## src/rtl/uart_pkg.sv

```systemverilog
// Definitions shared by the hex-print UART controller and the message arbiter
// that feeds it: word width, arbiter state encoding and UART register map.
package uart_pkg;

  localparam int MSG_W = 16;

  // UART register offsets, shared with the controller's register file
  localparam logic [3:0] RX   = 4'h0;
  localparam logic [3:0] TX   = 4'h4;
  localparam logic [3:0] STAT = 4'h8;
  localparam logic [3:0] CTRL = 4'hC;

  typedef enum logic {
    ARB_IDLE  = 1'b0,
    ARB_OFFER = 1'b1
  } arb_state_t;

endpackage

```

## src/rtl/rr_pick.sv

```systemverilog
// Combinational round-robin picker: first set bit of req searching upward
// from last+1 with wrap. Reusable by any arbiter that keeps its own last grant.
module rr_pick #(
  parameter int N  = 4,
  parameter int IW = (N > 1) ? $clog2(N) : 1
) (
  input  logic [N-1:0]  req,
  input  logic [IW-1:0] last,
  output logic [IW-1:0] gnt_idx,
  output logic          any
);

  always_comb begin
    int idx;
    logic [IW-1:0] cand;
    gnt_idx = '0;
    any     = 1'b0;
    idx     = 0;
    cand    = '0;
    for (int k = 1; k <= N; k++) begin
      idx  = (int'(last) + k) % N;
      cand = IW'(idx);
      if (!any && req[cand]) begin
        gnt_idx = cand;
        any     = 1'b1;
      end
    end
  end

endmodule

```

## src/rtl/uart_msg_arbiter.sv

```systemverilog
// Shares one 16-bit hex-print UART controller among N_REQ requesters, each with
// a one-word holding slot; round-robin grant held until the controller accepts.
//
//   state     | meaning
//   ----------+---------------------------------------------------------
//   ARB_IDLE  | no word on offer; pick next full slot if any
//   ARB_OFFER | slot[grant] presented on out_data, waiting for out_ready
module uart_msg_arbiter
  import uart_pkg::*;
#(
  parameter int N_REQ  = 4,
  parameter bit TAG_EN = 1'b0
) (
  input  logic                   clk,
  input  logic                   rst,
  input  logic [MSG_W*N_REQ-1:0] req_data,
  input  logic [N_REQ-1:0]       req_valid,
  output logic [N_REQ-1:0]       req_ready,
  output logic [MSG_W-1:0]       out_data,
  output logic                   out_valid,
  input  logic                   out_ready,
  output logic [2:0]             grant_id,
  output logic                   busy
);

  localparam int IW = $clog2(N_REQ);

  if (N_REQ < 2 || N_REQ > 8) begin : g_bad_n
    $error("uart_msg_arbiter: N_REQ must be in 2..8");
  end

  arb_state_t state;
  arb_state_t state_nxt;

  logic [N_REQ-1:0] slot_full;
  logic [MSG_W-1:0] slot_data [N_REQ];

  logic [IW-1:0]    grant;
  logic [IW-1:0]    last_grant;
  logic [IW-1:0]    pick_idx;
  logic             pick_any;
  logic [MSG_W-1:0] pick_word;
  logic [MSG_W-1:0] pick_out;
  logic [MSG_W-1:0] out_reg;
  logic             accept;

  assign accept    = (state == ARB_OFFER) && out_ready;
  assign req_ready = ~slot_full;

  rr_pick #(
    .N  (N_REQ),
    .IW (IW)
  ) u_pick (
    .req     (slot_full),
    .last    (last_grant),
    .gnt_idx (pick_idx),
    .any     (pick_any)
  );

  // Tag replaces only the top nibble so the printed line shows the source.
  assign pick_word = slot_data[pick_idx];
  assign pick_out  = TAG_EN ? {4'(pick_idx), pick_word[MSG_W-5:0]} : pick_word;

  // A full slot has ready low, so load and clear can never coincide.
  always_ff @(posedge clk or posedge rst) begin
    if (rst) begin
      slot_full <= '0;
      for (int i = 0; i < N_REQ; i++) begin
        slot_data[i] <= '0;
      end
    end else begin
      for (int i = 0; i < N_REQ; i++) begin
        if (req_valid[i] && !slot_full[i]) begin
          slot_full[i] <= 1'b1;
          slot_data[i] <= req_data[MSG_W*i +: MSG_W];
        end else if (accept && grant == IW'(i)) begin
          slot_full[i] <= 1'b0;
        end
      end
    end
  end

  always_ff @(posedge clk or posedge rst) begin
    if (rst) begin
      state <= ARB_IDLE;
    end else begin
      state <= state_nxt;
    end
  end

  always_comb begin
    state_nxt = state;
    case (state)
      ARB_IDLE:  if (pick_any) state_nxt = ARB_OFFER;
      ARB_OFFER: if (out_ready) state_nxt = ARB_IDLE;
      default:   state_nxt = ARB_IDLE;
    endcase
  end

  // Grant and output word are captured at pick time and held through OFFER.
  always_ff @(posedge clk or posedge rst) begin
    if (rst) begin
      grant      <= '0;
      last_grant <= IW'(N_REQ - 1);
      out_reg    <= '0;
    end else if (state == ARB_IDLE && pick_any) begin
      grant   <= pick_idx;
      out_reg <= pick_out;
    end else if (accept) begin
      last_grant <= grant;
      out_reg    <= '0;
    end
  end

  always_comb begin
    out_valid = (state == ARB_OFFER);
    out_data  = out_reg;
    grant_id  = (state == ARB_OFFER) ? 3'(grant) : 3'd0;
    busy      = (|slot_full) || (state == ARB_OFFER);
  end

endmodule

```

## config.mk

```make
export PLATFORM = sky130hd
export DESIGN_NAME = uart_msg_arbiter
export DESIGN_NICKNAME = d
export VERILOG_FILES = /design/src/rtl/uart_pkg.sv /design/src/rtl/rr_pick.sv /design/src/rtl/uart_msg_arbiter.sv
export SDC_FILE = /design/constraint.sdc
export NUM_CORES = 1
export LEC_CHECK = 0
export ABC_CLOCK_PERIOD_IN_PS = 9300
export CAP_MARGIN = 10
export CORE_MARGIN = 2
export CORE_UTILIZATION = 53
export DETAILED_ROUTE_END_ITERATION = 8
export MAX_ROUTING_LAYER = met4
export PLACE_DENSITY = 0.88
export SYNTH_ARGS = -nofsm -noshare
export SYNTH_HDL_FRONTEND = slang
export SYNTH_SLANG_ARGS = --single-unit
```

## constraint.sdc

```tcl
create_clock -name clk -period 9.3 [get_ports clk]
set_clock_uncertainty 0.1 [all_clocks]
set_input_delay 1.86 -clock clk [delete_from_list [all_inputs] [get_ports clk]]
set_output_delay 1.86 -clock clk [all_outputs]
set_load 0.01 [all_outputs]
```

### Word-level counts from Yosys, hierarchy flattened

Cells that the tools add are included.

* logic and storage cells: 90
* input port bits: 71
* register bits after elaboration: 89
* output and inout port bits: 25

* $lt $le $gt $ge: 5
* bitwise logic cells: 4
* equality and inequality tests: 3
* reduce and logical (&&, ||, !) cells: 29
* mux-type cells: 33
* add/subtract/negate cells: 4

Operator list (number)
* two-way mux 16 bit: 4
* binary-select mux 16 bit (select 2 bit): 1
* two-way mux 1 bit: 18
* logical AND 1 bit: 13
* less-than comparator 2 x 3 -> 1 bit (second input constant): 4
* two-way mux 2 bit: 5
* nonzero test 2 bit: 5
* binary-select mux 1 bit (select 2 bit): 4
* logical NOT 1 bit: 7
* adder 2 x 1 -> 2 bit (second input constant): 2
* adder 2 bit (second input constant): 2
* == test 2 bit (second input constant): 2
* NOT 4 bit: 1
* OR reduction 4 bit: 1
* >= comparator 3 bit (second input constant): 1
* NOT 2 -> 3 bit: 1
* == test 2 x 1 -> 1 bit (second input constant): 1
* logical NOT 2 bit: 1
* NOT 1 bit: 2
* case mux 1 bit (2 select lines): 1
* AND reduction 2 bit: 1
* logical OR 1 bit: 1

### Depth between registers and ports, before layout

Gate-level depths: netlist (run 1).

* depth in word-level cells: 18
* gate-level depth with buffers: 8
* mapped depth without buffers: 5

### Hierarchy

A second synthesis (run 1) with hierarchy kept.

* cells, all modules: 299
* area, all modules: 4144.0 µm²

Modules (own cells, without submodules)
* uart_msg_arbiter: cells each 285, seq. area each 2229.6 µm², instances 1, area an instance 4052.6 µm²
* rr_pick: cells each 14, seq. area each 0.0 µm², instances 1, area an instance 91.3 µm²

### Least setup slack after synthesis (run 1)

No wires, ideal clock.

* path type: in2reg
* start: input port req_valid[2]
* end: register slot_data[18] in the netlist's numbering
* buffers on the path: 2
* stages on the path: 4
* setup time: 0.125 ns
* slack: 6.241 ns
* data required time: 9.075 ns
* arrival time: 2.834 ns
* path through: nor2b_1 clkbuf_1 buf_2 mux2_2

* longest elaborated chain between the ends: 1

RTL lines
* start, declared: RTL line uart_msg_arbiter.sv:17 `input logic [N_REQ-1:0] req_valid,`
* logical AND 1 bit: RTL line uart_msg_arbiter.sv:73 `if (req_valid[i] && !slot_full[i]) begin`
* end signal, assigned by index: RTL line uart_msg_arbiter.sv:75 `slot_data[i] <= req_data[MSG_W*i +: MSG_W];`
* end, declared: RTL line uart_msg_arbiter.sv:36 `logic [MSG_W-1:0] slot_data [N_REQ];`

Every way passes these cells.
A chain may end at the register's enable or synchronous reset.

### Final worst setup path (run 1)

* start: register slot_full[3]
* end: output port busy

* longest elaborated chain between the ends: 2

RTL lines
* start, declared: RTL line uart_msg_arbiter.sv:35 `logic [N_REQ-1:0] slot_full;`
* start signal, assigned: RTL line uart_msg_arbiter.sv:67 `slot_full <= '0;`
* start signal, assigned by index: RTL line uart_msg_arbiter.sv:74 `slot_full[i] <= 1'b1;`
* start signal, assigned by index: RTL line uart_msg_arbiter.sv:77 `slot_full[i] <= 1'b0;`
* OR reduction 4 bit: RTL line uart_msg_arbiter.sv:119 `busy = (|slot_full) || (state == ARB_OFFER);`
* logical OR 1 bit: RTL line uart_msg_arbiter.sv:119
* end, declared: RTL line uart_msg_arbiter.sv:23 `output logic busy`

Every way passes these cells.

==> results of run 1 <==
==> flip-flops by register name, indices dropped and copies added, names as in the netlist <==
name / flops
slot_full: 4
out_data: 16
out_valid: 1
last_grant: 2
grant: 2
slot_data: 64
==> power by group <==
group	leakage [uW]	total, uW	internal (uW)	switching [uW]
clock	0.0000949	269	132	137
sequential	0.00106	698	573	125
combinational	0.00103	664	370	294
total	0.00219	1630	1080	556
==> Yosys cell counts (2+ instances only) <==
| cell type | n |
|---|---|
| nand2b_1 | 4 |
| o221ai_1 | 12 |
| mux2_2 | 59 |
| dfstp_2 | 2 |
| nand2_1 | 23 |
| mux2_1 | 6 |
| mux2i_1 | 28 |
| clkbuf_1 | 6 |
| a21oi_1 | 2 |
| nor2_1 | 6 |
| nand4_1 | 4 |
| o31ai_1 | 4 |
| buf_6 | 2 |
| and2_1 | 3 |
| dfrtp_1 | 87 |
| nor2b_4 | 2 |
| o211ai_1 | 5 |
| nor2b_1 | 4 |
| inv_1 | 6 |
| o21ai_0 | 3 |
| buf_4 | 3 |
| a21o_1 | 5 |
| buf_2 | 6 |
==> cell type report <==
| cell class | instances | share of cell area |
|---|---|---|
| sequential | 89 | 0.4330 |
| multi-input combinational | 183 | 0.3123 |
| timing repair buffer | 96 | 0.1857 |
| clock buffer | 10 | 0.02673 |
| tap | 99 | 0.02406 |
| clock inverter | 6 | 0.01288 |
| inverter | 7 | 0.005346 |
==> kinds of logic after synthesis <==
family	after synthesis	share of synthesized area
buffers and inverters	25	0.03623
AOI/OAI and AO/OA	38	0.07625
other	1	0.0009443
DFF	89	0.5614
and+or+nand+nor	51	0.07026
muxes	93	0.2549
==> metrics by stage <==
step / hold slack, ns / setup slack, ns / util / cell area (um^2) / total power [uW]
6_report: 0.3967 / 5.393 / 0.7099 / 5149 / 1631
5_1_grt: 0.4228 / 5.298 / 0.7099 / 5149 / 1729
4_1_cts: 0.3988 / 5.385 / 0.7099 / 5149 / 1640
3_5_place_dp: 0.3792 / 5.411 / 0.6817 / 4945 / 1371
3_3_place_gp: 0.3685 / 5.522 / 0.6817 / 4945 / 1330
2_1_floorplan: 0.3577 / 5.036 / - / 3971 / 1178
==> final timing paths <==
kind,start,end,slack [ns]
max,slot_full[3],busy,5.39
min,slot_data[30],slot_data[30],0.40
max reg2reg,slot_full[1],out_data[0],6.99
min reg2reg,slot_data[30],slot_data[30],0.40
max in group asynchronous,rst,slot_full[2],6.30
min in group asynchronous,rst,slot_data[31],2.05
==> layer usage <==
| metal | routed length (um) | vias to the layer above | global-route usage |
|---|---|---|---|
| met5 | 0 | - | - |
| met4 | 150 | 0 | 0.08462 |
| met3 | 432 | 15 | 0.04257 |
| met2 | 4349 | 104 | 0.3675 |
| met1 | 4096 | 1376 | 0.3104 |
| li1 | - | 1248 | - |
==> impl_results.md, run 1 <==
* Power per Cell Area at around 320 nW/um^2
* Clock latency on the worst-skew pair at approximately 0.35 ns
* Hold crit path type: register to register
* GP Congestion at between 0.7 and 0.8
* Hold buffers post-CTS at 0
* Clk buf depth at 2
* Initial DRC Count at between 100 and 150
* Mapped Area at 3971 um^2
* Fin crit share at 0.4202
* Max-Cap Viols at 0
* P_leak at about 0.0022 uW
* Cell variety after synth at 38
* Syn_area_per_cell at 13.37 um^2
* Vias in the first global route at 2840
* Post-route non-filler standard cell count at 490
* Routed Antenna Nets at 0
* Starting Density at 0.5475
* Final Max Tran Viols at 0
* Worst slew pin tran at 1.123 ns
* Hpwl dp at slightly above 6 mm
* Mapped Nets at 368
* Yosys warning count at 0
* Clock-pin slew on the worst setup and hold paths at approximately 0.090 ns
* H-tree depth at 3
* Port bufs at 94
* Synth area leader: dfrtp_1
* Slowest CP cell: clkdlybuf4s50_1
* Clock root buffer: clkbuf_8
* Postcts setup bufs at 0
* RSZ-0062 raised after global routing: no
* Vias per inst at ~5.6
* Die footprint at 8201 um^2
* Clock sinks at roughly 90
* First-pass GRT wire length at approximately 14 mm
* Critical Path, Cell by Cell: nor4_2, nand2_1, clkdlybuf4s50_1
* Gr usage total at 0.2350
* Commonest non-fill, non-tap cell in the layout: clkdlybuf4s50_1
* Area growth from synthesis to layout at 29.65%
* Via count at roughly 2700
* Number of buffers created by CTS at 9
* Quantity of gates resized following cts at 0
* Post-Synthesis Cells at around 300
* CP max stage delay at roughly 0.52 ns
* Dpl cells at 474
* Synth top area cells: dfrtp_1, mux2_2, mux2i_1, o221ai_1, nand2_1
* EDFF count, synth at 0
* Top cell type's share of synthesized area at 0.5482
* FP Rows at 31
* Register bit count reported by yosys at slightly below 90
* Final Hold Viols at 0
* Slew headroom at 0.2512
* Async S/R FF share, synth at 1.000
* Fmax at 255.9 MHz
* Final count of negative-setup-slack endpoints at 0
* GRT overflow at 0
* Wire per inst at 18.43 um
* Most frequent cells in the layout: clkdlybuf4s50_1, dfrtp_1, mux2_2, mux2i_1, nand2_1
* Fraction of layout cells with a size suffix above 1 at 0.2379
* Cell depth of the worst setup path at 3
* Largest net degree at the start of global routing at 90
* Hold Path Stages at 1
* Setup CP Type: register to output port
* Main flop type after synthesis: dfrtp_1
* Filler Cell Count at around 540
* CORE AREA at 7253 um^2
* Worst vdd ir at between 150 and 200 uV
* CP Capture Type: output port
* Worst Path Arrival at 1.95 ns
* Setup TNS at 0 ns
* Nets at between 400 and 500
* Status: finished, final reports clean
* Critical path's top delay family: simple AND/OR/NAND/NOR gates
* Die height at between 90 and 100 um
* Storage cell area at 2230 um^2
* Area of the multi-input gates at 1608 um^2
* Sequential element share of the synthesized area at 0.5614
* Critical Path Start Type: register
* Worst Reg-to-Reg Cells at 6
* Detailed-route wire length at ~9.0 mm
* N_diodes at 0
* DR DRC count at 0
* Initial antenna violation count at 0
* Min Tclk post-route at 3.907 ns
* I/O pin total at 96
* Drt first pass iters at 4
* Die span in x at just over 90 um
* CTS tree: built
* CP bufs+invs at 1
* Req. time, crit path at approximately 7.3 ns
* Worst-path maximum fanout at 9
No activity file was read; power rests on OpenSTA's default activity.
==> inputs of run 2 (changes only) <==
- ABC_CLOCK_PERIOD_IN_PS: 9300 -> 3400
- CORE_UTILIZATION: 53 -> 45
- PLACE_DENSITY: 0.88 -> 0.8
- clock period: 9.3 -> 3.4 ns (I/O delays scaled with it)
==> run 2 against run 1 <==
Effect of this change: setup slack worse by 4.7 ns; global-route usage is 3.1 points lower; sequential cell count stayed put; highest routed layer unchanged; combinational power grew to 2.8 times the previous value; cell count is 2.9% higher; sequential share of layout area is 0.49 points lower; register-to-register slack worse by 6.0 ns; die area is 17% higher; clock power grew to 2.7 times the previous value; core utilization is 11 points lower; sequential power grew to 2.7 times the previous value.
==> impl_results.md, run 2 (same netlist as run 1, synthesis figures left out) <==
* Placed Instance Area at around 5000 um^2
* I/O pin total at between 90 and 100
* CP bufs+invs at 1
* Status: finished, final reports clean
* Hold buffers post-CTS at 0
* Via count at around 2700
* Hold crit path type: register to register
* Setup TNS at 0 ns
* Detailed-route wire length at around 9.2 mm
* Nets at between 400 and 500
* Worst-path maximum fanout at 9
* Critical Path, Cell by Cell: nor4_2, nand2_1, clkdlybuf4s50_1
* RSZ-0062 raised after global routing: no
* GP Congestion at ~0.84
* Clock root buffer: clkbuf_8
* Worst slew pin tran at just under 1 ns
* Final Max Tran Viols at 0
* Req. time, crit path at approximately 2.6 ns
* Most frequent cells in the layout: clkdlybuf4s50_1, dfrtp_1, mux2_2, mux2i_1, nand2_1
* Final count of negative-setup-slack endpoints at 0
* FP Rows at 34
* Most flops, register: slot_data
* CP max stage delay at between 0.5 and 0.6 ns
* Initial antenna violation count at 0
* Fin crit share at 0.7896
* P_leak at about 0.0022 uW
* Die footprint at 9592 um^2
* Clock-pin slew on the worst setup and hold paths at ~0.090 ns
* Die span in x at between 90 and 100 um
* DR DRC count at 0
* Worst Path Arrival at 1.90 ns
* Quantity of gates resized following cts at 0
* Die height at 97.94 um
* Fraction of layout cells with a size suffix above 1 at 0.2475
* Initial DRC Count at ~140
* Final Hold Viols at 0
* Final instance area at roughly 5200 um^2
* Slowest CP cell: dfrtp_1
* Slew headroom at 0.3340
* Gr usage total at 0.2036
* CP Capture Type: output port
* Max reg flops at 64
* Commonest non-fill, non-tap cell in the layout: clkdlybuf4s50_1
* First-pass GRT wire length at around 15 mm
* Drt first pass iters at 4
* Vias per inst at approximately 5.4
* Max-Cap Viols at 0
* Routed Antenna Nets at 0
* Min Tclk post-route at 2.685 ns
* Vias in the first global route at between 2000 and 3000
* Number of buffers created by CTS at 9
* Fmax at 372.5 MHz
* N_diodes at 0
* Filler Cell Count at about 690
* CORE AREA at between 8000 and 9000 um^2
* Power per Cell Area at 870.5 nW/um^2
* Setup CP Type: register to output port
* Final Core Density at 0.6030
* H-tree depth at 3
* Wire per inst at 18.30 um
* Port bufs at 94
* CTS tree: built
* Clock latency on the worst-skew pair at approximately 0.35 ns
* Clk buf depth at 2
* Area growth from synthesis to layout at 31.13%
* Hpwl dp at approximately 6.6 mm
* GRT overflow at 0
* Critical Path Start Type: register
* Largest net degree at the start of global routing at 45
* Postcts setup bufs at 0
* Critical path's top delay family: simple AND/OR/NAND/NOR gates
* Worst vdd ir at ~420 uV
* Starting Density at 0.4599
* Clock sinks at 89
==> run 2: stage by stage <==
stage | hold slack [ns] | total power [uW] | setup WS, ns | instances
global placement | 0.3691 | 3730 | 0.8472 | 488
floorplan | 0.3577 | 3222 | 0.3164 | 297
finish | 0.3942 | 4533 | 0.7153 | 504
CTS | 0.3955 | 4560 | 0.7133 | 504
global route | 0.4008 | 4807 | 0.6020 | 504
detailed placement | 0.3758 | 3821 | 0.8020 | 488
==> run 2: final timing paths <==
kind                               start  cells past startpoint            end  slack [ns]
max                         slot_full[3]                      3           busy        0.72
min                        slot_data[20]                      1  slot_data[20]        0.39
max reg2reg                 slot_full[3]                      6    out_data[0]        0.96
max in group asynchronous            rst                      3  slot_data[58]        1.93
min in group asynchronous            rst                      2  slot_data[16]        0.45
min reg2reg                slot_data[20]                      1  slot_data[20]        0.39
==> run 2: report_power, final <==
part / total [uW] / internal, uW / leakage [uW] / switching, uW
clock network: 739 / 347 / 0.000101 / 392
logic: 1890 / 1060 / 0.00106 / 823
registers: 1910 / 1570 / 0.00106 / 341
total: 4530 / 2980 / 0.00222 / 1560
==> run 2: per-layer routing <==
layer  vias up  track usage  part of all wire
met5         -            -                 0
met4         0      0.07479             0.015
met3        10      0.03651             0.055
met2       100       0.3177              0.47
met1      1377       0.2686              0.46
li1       1254            -                 -
==> run 2: layout make-up <==
type,count,area [um^2],area share
multi-input cells,183,1608,0.3087
repair buffers,101,1006,0.1932
clock inverters,7,77.57,0.01490
flip-flops and latches,89,2230,0.4282
well taps,108,135.1,0.02595
inverters,7,27.53,0.005286
clock buffers,9,123.9,0.02379
==> inputs of run 3 (changes only) <==
- ABC_CLOCK_PERIOD_IN_PS: 3400 -> 2800
- CORE_UTILIZATION: 45 -> 49
- PLACE_DENSITY: 0.8 -> 0.82
- clock period: 3.4 -> 2.8 ns (I/O delays scaled with it)
==> run 3 against run 2 <==
Effect of this change: worst hold slack better by 0.0069 ns; design area rose by 1.0%; clock power is 26% higher; cell count decreased by 0.40%; clock-buffer cell count up 1; setup slack got worse by 0.43 ns; register-to-register slack worse by 0.31 ns; wire length is 1.3% lower; global-route usage rose by 1.7 points; combinational power increased by 20%; largest cell class unchanged.
==> impl_results.md, run 3 (same netlist as run 1, synthesis figures left out) <==
* Worst-path maximum fanout at 9
* Share of power burned in registers at 0.421
* Largest net degree at the start of global routing at 38
* NetSw at between 1500 and 2000 uW
* Worst slew pin tran at ~0.65 ns
* Critical Path Start Type: register
* Die height at 94.03 um
* First-pass GRT wire length at around 14 mm
* Clock-pin slew on the worst setup and hold paths at 0.09 ns
* Die footprint at 8841 um^2
* Worst vdd ir at ~540 uV
* H-tree depth at 3
* RSZ-0062 raised after global routing: no
* Vias in the first global route at slightly below 3000
* I/O pin total at between 90 and 100
* Max-Cap Viols at 0
* Postcts setup bufs at 0
* Setup TNS at 0 ns
* Switching Fraction at 0.3337
* Initial DRC Count at 120
* Number of buffers created by CTS at 9
* Starting Density at 0.5087
* Slowest CP cell: clkdlybuf4s50_1
* Clock power frac at 0.168
* Wire per inst at roughly 18 um
* CP max stage delay at roughly 0.5 ns
* WHS at roughly 0.4 ns
* GRT overflow at 0
* Clock sinks at 89
* Via count at 2779
* Most frequent cells in the layout: clkdlybuf4s50_1, dfrtp_1, mux2_2, mux2i_1, nand2_1
* GP Congestion at approximately 0.90
* Quantity of gates resized following cts at 0
* CTS tree: built
* Final count of negative-setup-slack endpoints at 0
* Die span in x at 94.03 um
* Hold crit path type: register to register
* Fmax at ~400 MHz
* Vias per inst at 5.536
* CP Capture Type: output port
* Max reg flops at 64
* Setup CP Type: register to output port
* FP Rows at 32
* Worst Path Arrival at 1.85 ns
* Slew headroom at 0.5658
* Clock root buffer: clkbuf_8
* Fin crit share at 0.8970
* Fraction of layout cells with a size suffix above 1 at 0.2525
* N_diodes at 0
* Final Core Density at 0.6737
* P_leak at around 0.0023 uW
* Critical Path, Cell by Cell: nor4_2, nand2_1, clkdlybuf4s50_1
* Req. time, crit path at 2.14 ns
* DR DRC count at 0
* Port bufs at 94
* Power per Cell Area at approximately 1100 nW/um^2
* Area growth from synthesis to layout at 32.45%
* Hpwl dp at between 6 and 7 mm
* Hold Path Stages at 1
* Gr usage total at 0.2203
* Hold buffers post-CTS at 0
* CORE AREA at a little under 8000 um^2
* Combinational fraction of design power at 0.411
* Routed Antenna Nets at 0
* Final Max Tran Viols at 0
* Drt first pass iters at 4
* Nets at approximately 470
* Detailed-route wire length at about 9 mm
* Most flops, register: slot_data
* Status: finished, final reports clean
* Final Hold Viols at 0
* Commonest non-fill, non-tap cell in the layout: clkdlybuf4s50_1
* Clk buf depth at 2
* Worst Reg-to-Reg Cells at 6
* Initial antenna violation count at 0
* Internal Power at 3681 uW
* Clock latency on the worst-skew pair at 0.35 ns
* Min Tclk post-route at ~2.5 ns
run 3: per-layer routing:
metal	share of wire	up-vias	routed length (um)	global-route usage
met5	0	-	0	-
met2	0.50	95	4528	0.3518
met1	0.44	1408	4001	0.2930
met3	0.048	13	434	0.02729
li1	-	1263	-	-
met4	0.015	0	133	0.07971
run 3: critical path: cells and delay by family (launching register included):
kind / cells / cell delay [ns]
simple gates: 2 / 0.52
buf+inv: 1 / 0.50
flops: 1 / 0.49
run 3: worst paths after layout:
| kind | from | to | slack [ns] |
|---|---|---|---|
| hold / removal | slot_data[30] | slot_data[30] | 0.40 |
| hold reg to reg | slot_data[30] | slot_data[30] | 0.40 |
| min in group asynchronous | rst | out_data[15] | 0.54 |
| setup reg to reg | slot_full[1] | out_data[14] | 0.65 |
| max in group asynchronous | rst | slot_data[11] | 1.48 |
| setup / recovery | slot_full[3] | busy | 0.29 |
run 3: power groups by stage:
stage | clock network, uW | registers [uW] | logic (uW)
final | 929 | 2320 | 2270
after global routing | 1000 | 2390 | 2440
after CTS | 944 | 2320 | 2290
after detailed placement | 0 | 2340 | 2280
after global placement | 0 | 2310 | 2200
after floorplan | 0 | 2220 | 1690
run 3: per-stage QoR:
step / worst slack, ns / total power, uW / cells / area (um^2)
finish: 0.2883 / 5524 / 502 / 5260
global route: 0.2062 / 5840 / 502 / 5260
CTS: 0.2738 / 5555 / 502 / 5260
detailed placement: 0.6633 / 4616 / 487 / 5051
global placement: 0.6820 / 4508 / 487 / 5051
floorplan: 0.9448 / 3913 / 297 / 3975
run 3: area by class of cell:
type | instances | area [um^2]
clock buffer | 10 | 127.6
clock inverter | 5 | 81.33
fill | 601 | 2547
inverter | 7 | 30.03
multi-input combinational | 183 | 1608
sequential | 89 | 2230
tap | 102 | 127.6
timing repair buffer | 106 | 1056
